--- config.mk ---
export PLATFORM = sky130hd
export DESIGN_NAME = psg_length_reg_writer_flat
export DESIGN_NICKNAME = d
export VERILOG_FILES = /design/src/rtl/psg_length_reg_writer_if.sv /design/src/rtl/psg_length_reg_writer.sv /design/src/flat_wrapper.sv
export SDC_FILE = /design/constraint.sdc
export NUM_CORES = 1
export LEC_CHECK = 0
export ABC_AREA = 1
export CAP_MARGIN = 20
export CORE_ASPECT_RATIO = 0.7
export CORE_MARGIN = 2
export CORE_UTILIZATION = 40
export CTS_CLUSTER_DIAMETER = 60
export DETAILED_ROUTE_END_ITERATION = 6
export HOLD_SLACK_MARGIN = 0.15
export REMOVE_ABC_BUFFERS = 1
export SETUP_SLACK_MARGIN = 0.05
export SLEW_MARGIN = 10
export SYNTH_ARGS = -nofsm -noshare
export SYNTH_HDL_FRONTEND = slang
export SYNTH_SLANG_ARGS = --single-unit
--- constraint.sdc ---
create_clock -name clock -period 3.6 [get_ports clock]
set_input_delay 0.9 -clock clock [delete_from_list [all_inputs] [get_ports clock]]
set_output_delay 0.9 -clock clock [all_outputs]
set_load 0.02 [all_outputs]
--- src/rtl/psg_length_reg_writer_if.sv ---
// CPU bus for the length-register front end: single-cycle writes plus a
// registered read port with a one-cycle valid strobe.
interface psg_length_reg_writer_if;
    logic       wr_en;
    logic [2:0] wr_addr;
    logic [7:0] wr_data;
    logic       rd_en;
    logic [3:0] rd_addr;
    logic [7:0] rd_data;
    logic       rd_valid;

    modport master (
        output wr_en, wr_addr, wr_data, rd_en, rd_addr,
        input  rd_data, rd_valid
    );

    modport slave (
        input  wr_en, wr_addr, wr_data, rd_en, rd_addr,
        output rd_data, rd_valid
    );
endinterface

--- src/rtl/psg_length_reg_writer.sv ---
// Register front end for the four PSG length counters: NRx1/NRx4 storage,
// 256 Hz length clock, level-held trigger bits and a shadow of each counter.
module psg_length_reg_writer #(
    parameter int HALF_PERIOD = 32768,
    parameter int CNT_W       = 16
) (
    input  logic                    clock,
    input  logic                    reset_n,
    psg_length_reg_writer_if.slave  bus,
    output logic                    clock_256,
    output logic [31:0]             nrx1,
    output logic [31:0]             nrx4,
    output logic [3:0]              ch_active
);
    typedef enum logic [1:0] {IDLE, ARMED, HELD} trig_state_t;

    localparam logic [CNT_W-1:0] DIV_LAST = CNT_W'(HALF_PERIOD - 1);

    logic [CNT_W-1:0] div_reg;
    logic             clk256_reg;
    logic             div_wrap;
    logic             rise;
    logic             fall;

    assign div_wrap  = (div_reg == DIV_LAST);
    assign rise      = div_wrap & ~clk256_reg;
    assign fall      = div_wrap &  clk256_reg;
    assign clock_256 = clk256_reg;

    always_ff @(posedge clock or negedge reset_n) begin
        if (!reset_n) begin
            div_reg    <= '0;
            clk256_reg <= 1'b0;
        end else if (div_wrap) begin
            div_reg    <= '0;
            clk256_reg <= ~clk256_reg;
        end else begin
            div_reg    <= div_reg + 1'b1;
        end
    end

    generate
        for (genvar gi = 0; gi < 4; gi++) begin : g_ch
            localparam logic [1:0] CH = 2'(gi);

            trig_state_t state_reg;
            logic        trig_reg;
            logic [7:0]  nrx1_reg;
            logic        len_en_reg;
            logic [5:0]  nrx4_lo_reg;
            logic        pend_reg;
            logic [5:0]  cnt_reg;
            logic        wr_nrx1;
            logic        wr_nrx4;

            assign wr_nrx1 = bus.wr_en && (bus.wr_addr == {CH, 1'b0});
            assign wr_nrx4 = bus.wr_en && (bus.wr_addr == {CH, 1'b1});

            always_ff @(posedge clock or negedge reset_n) begin
                if (!reset_n) begin
                    state_reg   <= IDLE;
                    trig_reg    <= 1'b0;
                    nrx1_reg    <= '0;
                    len_en_reg  <= 1'b0;
                    nrx4_lo_reg <= '0;
                    pend_reg    <= 1'b0;
                    cnt_reg     <= '0;
                end else begin
                    // A fresh trigger write always restarts arming; a rise in the
                    // arming cycle itself is ignored because state is still IDLE then.
                    if (wr_nrx4 && bus.wr_data[7]) begin
                        state_reg <= ARMED;
                        trig_reg  <= 1'b1;
                    end else begin
                        case (state_reg)
                            ARMED: if (rise) state_reg <= HELD;
                            HELD: if (fall) begin
                                state_reg <= IDLE;
                                trig_reg  <= 1'b0;
                            end
                            default: ;
                        endcase
                    end

                    if (wr_nrx1) nrx1_reg <= bus.wr_data;
                    if (wr_nrx4) begin
                        len_en_reg  <= bus.wr_data[6];
                        nrx4_lo_reg <= bus.wr_data[5:0];
                    end

                    // Mirrors the length counter: it sees the trigger bit as driven
                    // before this edge, and NRx1=0 wraps to a load of 63.
                    if (rise) begin
                        if (pend_reg || trig_reg)
                            cnt_reg <= nrx1_reg[5:0] - 6'd1;
                        else if (len_en_reg && (cnt_reg != 6'd0))
                            cnt_reg <= cnt_reg - 6'd1;
                    end

                    if ((wr_nrx1 && (bus.wr_data != nrx1_reg)) ||
                        (wr_nrx4 && (bus.wr_data[6] != len_en_reg)))
                        pend_reg <= 1'b1;
                    else if (rise)
                        pend_reg <= 1'b0;
                end
            end

            assign nrx1[8*gi +: 8] = nrx1_reg;
            assign nrx4[8*gi +: 8] = {trig_reg, len_en_reg, nrx4_lo_reg};
            assign ch_active[gi]   = (cnt_reg != 6'd0);
        end
    endgenerate

    logic [4:0] rd_base;
    logic [7:0] rd_mux;

    assign rd_base = {bus.rd_addr[2:1], 3'b000};

    always_comb begin
        rd_mux = 8'h00;
        if (bus.rd_addr[3])
            rd_mux = {4'b0000, ch_active};
        else if (bus.rd_addr[0])
            rd_mux = {1'b1, nrx4[rd_base + 5'd6], 6'b111111};
        else
            rd_mux = nrx1[rd_base +: 8];
    end

    always_ff @(posedge clock or negedge reset_n) begin
        if (!reset_n) begin
            bus.rd_data  <= 8'h00;
            bus.rd_valid <= 1'b0;
        end else begin
            bus.rd_valid <= bus.rd_en;
            if (bus.rd_en) bus.rd_data <= rd_mux;
        end
    end
endmodule

--- src/flat_wrapper.sv ---
// flat-port wrapper written by rule: the top's interface ports become plain ports
module psg_length_reg_writer_flat 
#(
    parameter int HALF_PERIOD = 32768,
    parameter int CNT_W       = 16
)
  (clock, reset_n, clock_256, nrx1, nrx4, ch_active, bus_wr_en, bus_wr_addr, bus_wr_data, bus_rd_en, bus_rd_addr, bus_rd_data, bus_rd_valid);
  psg_length_reg_writer_if bus_i ();
  input  logic clock;
  input  logic reset_n;
  output logic clock_256;
  output logic [31:0] nrx1;
  output logic [31:0] nrx4;
  output logic [3:0] ch_active;
  input wire logic [$bits(bus_i.wr_en)-1:0] bus_wr_en;
  input wire logic [$bits(bus_i.wr_addr)-1:0] bus_wr_addr;
  input wire logic [$bits(bus_i.wr_data)-1:0] bus_wr_data;
  input wire logic [$bits(bus_i.rd_en)-1:0] bus_rd_en;
  input wire logic [$bits(bus_i.rd_addr)-1:0] bus_rd_addr;
  output wire logic [$bits(bus_i.rd_data)-1:0] bus_rd_data;
  output wire logic [$bits(bus_i.rd_valid)-1:0] bus_rd_valid;
  assign bus_i.wr_en = bus_wr_en;
  assign bus_i.wr_addr = bus_wr_addr;
  assign bus_i.wr_data = bus_wr_data;
  assign bus_i.rd_en = bus_rd_en;
  assign bus_i.rd_addr = bus_rd_addr;
  assign bus_rd_data = bus_i.rd_data;
  assign bus_rd_valid = bus_i.rd_valid;
  psg_length_reg_writer #(.HALF_PERIOD(HALF_PERIOD), .CNT_W(CNT_W)) u_core (.clock(clock), .reset_n(reset_n), .bus(bus_i), .clock_256(clock_256), .nrx1(nrx1), .nrx4(nrx4), .ch_active(ch_active));
endmodule
==> run summary <==
outcome -> finished, final reports clean
P_leak -> 4.24 nW
FMAX -> 358 MHz
pwr/cell area -> 550 nW/um^2
row cnt -> 40
FILL cells -> 1652
share of layout cells above drive strength 1 -> 6.50%
Die Y -> 114 um
global routing usage on met1 -> 34.7%
TritonCTS buffer count -> 17
die area -> 18500 sq um
initial core utilization -> 40.7%
Vias -> 6261
critical path type -> reg -> out
nets@finish -> 1044
final wirelength -> 20.4 mm
dpl hpwl -> 15.1 mm
Clock Pin Slew Worst Setup and Hold Paths -> 0.06 ns
# setup viols final -> 0
post-synth top area share -> 45.4%
Layout Skew -> 0.0110 ns
die width -> 162 um
antenna violations before repair -> 0
Ys Warns -> 0
core area -> 17100 sq um
gr ovfl total -> 0
largest net degree at the start of global routing -> 66
Via density -> 4.97
antenna cells -> 0
gp weighted congestion -> 0.846
M3 GR Usage -> 6.27%
Root Driver -> clkbuf_16
most frequent cell after synthesis -> nand2_1
worst-case vdd ir drop -> 0.270 mV
fin worst setup slack -> 0.803 ns
FF+latch count, synth -> 126
number of flops mapped to enable cells by yosys -> 0
Mapped Avg Cell Area -> 7.47 sq um
clock sink count -> 126
vias in the first global route -> 5874
busiest grt layer -> met1
startpoint type of the worst setup path -> register
Critical Path Sink Type -> output pin
slew margin rel. -> 53.3%
DRT iter0 DRCs -> 506
Clock Latency Late Sink -> 0.43 ns
area leader, netlist -> dfrtp_1
asr flop ratio synth -> 100%
synthesized area -> 6950 sq um
Largest register FFs -> 32
io pins -> 97
CTS resizes -> 0
Syn Inst Count -> 930
WP data arrival -> 1.90 ns
DR pass1 iterations -> 5
I/O Buffers -> 96
dpl ws -> 0.882 ns
Final Max Tran Viols -> 0
sequential area share after synthesis -> 45.4%
Required @ worst endpoint -> 2.70 ns
Max clock buf depth -> 2
ranking of synthesized cells by area -> dfrtp_1, nand2_1, o21ai_0, inv_1, nor2_1
Fin. Hold Viols -> 0
Sum Neg Setup Slack -> 0 ns
Routed WL per cell -> 16.2 um
CTS tree -> built
Util after Layout -> 50.7%
Max-Cap Viols -> 0
DRC Markers -> 0
top post-synthesis cells by count -> nand2_1, dfrtp_1, o21ai_0
period utilisation layout -> 77.7%
Main synth FF type -> dfrtp_1
worst slew pin tran -> 0.698 ns
GRT Resource Usage Total -> 23.2%
critical-path maximum fanout -> 3
Register Area -> 3150 sq um
Netlist cell types -> 37
met2 Use GR -> 32.9%
wire length of the first global-routing pass -> 32.7 mm
area of the multi-input gates -> 3220 sq um
minimum clock period -> 2.80 ns
Post-Layout Cell Count -> 1261
Routed Antenna Nets -> 0
Hold-fix buffers, CTS -> 0
post-CTS setup buffer count -> 0
Inst Count DP -> 1229
Tightest Hold Check Type -> in -> async
H-tree Lvls -> 4
Layout area overhead -> 24.6%
setup repair after global routing missed its margin -> false
## layer usage
layer,vias up,wire length (um)
met5,-,0
met4,0,247
met3,23,1400
met2,192,8440
met1,2928,10300
li1,3118,-
## cell families (layout without fill, tap and decap cells)
group	Yosys count	count (layout)	synth area share (%)
AND/OR/NAND/NOR	466	466	28.7
AO/OA/AOI/OAI	153	153	11.8
buffers and inverters	142	242	8.25
flip-flops	126	126	45.4
XOR/XNOR	35	35	4.41
adder cells (fa/ha/maj)	8	8	1.44
## power breakdown
part | switching (mW) | total, mW | internal, mW | leakage [nW]
sequential | 0.217 | 1.80 | 1.59 | 1.60
clock | 0.725 | 1.70 | 0.973 | 0.283
combinational | 0.719 | 1.26 | 0.543 | 2.35
## area by class of cell
class / instances / area share [%]
multi-input combinational: 662 / 37.2
tap: 231 / 3.34
clock buffer: 17 / 4.91
sequential: 126 / 36.4
clock inverter: 15 / 1.76
timing repair buffer: 99 / 11.5
inverter: 111 / 4.87
## worst max-delay path: stages, from the launching register on
cell	delay, ns
dfrtp_1	0.40
nor2_1	0.11
nand3_1	0.30
clkdlybuf4s50_1	0.66
## cell usage in the layout, fill, tap and decap left out, drive strengths merged, types with 2 or more instances in the layout
cell / netlist / routed
nand2: 313 / 313
dfrtp: 126 / 126
inv: 110 / 118
o21ai: 116 / 116
clkdlybuf4s50: 0 / 95
nor2: 86 / 86
nand3: 46 / 46
xnor2: 28 / 28
a21oi: 21 / 21
clkbuf: 19 / 17
nand4: 12 / 12
ha: 8 / 8
xor2: 7 / 7
nor3: 6 / 6
clkinv: 1 / 6
o21bai: 4 / 4
buf: 12 / 4
o221ai: 3 / 3
o211ai: 2 / 2
o22ai: 2 / 2
a21o: 2 / 2
## path summary, 6_finish.rpt
kind | cells past startpoint | slack [ns] | start | end
worst max-delay path | 3 | 0.80 | u_core.g_ch[2].cnt_reg[2] | ch_active[2]
worst min-delay path | 1 | 0.42 | reset_n | u_core.g_ch[2].cnt_reg[5]
worst max register to register | 8 | 1.53 | u_core.g_ch[0].trig_reg | u_core.g_ch[0].cnt_reg[4]
worst min register to register | 2 | 0.47 | u_core.g_ch[2].state_reg[1] | u_core.g_ch[2].state_reg[1]
max in group asynchronous | 2 | 2.41 | reset_n | u_core.div_reg[12]
min in group clock | 2 | 0.47 | u_core.g_ch[2].state_reg[1] | u_core.g_ch[2].state_reg[1]
## metrics by stage
stage / hold WS (ns) / cell area [sq um] / power [mW]
floorplan: 0.433 / 6800 / 2.51
global placement: 0.456 / 8080 / 3.07
detailed placement: 0.461 / 8080 / 3.08
CTS: 0.426 / 8660 / 4.79
global route: 0.445 / 8660 / 5.04
finish: 0.422 / 8660 / 4.76
(Power assumes the default switching activity.)
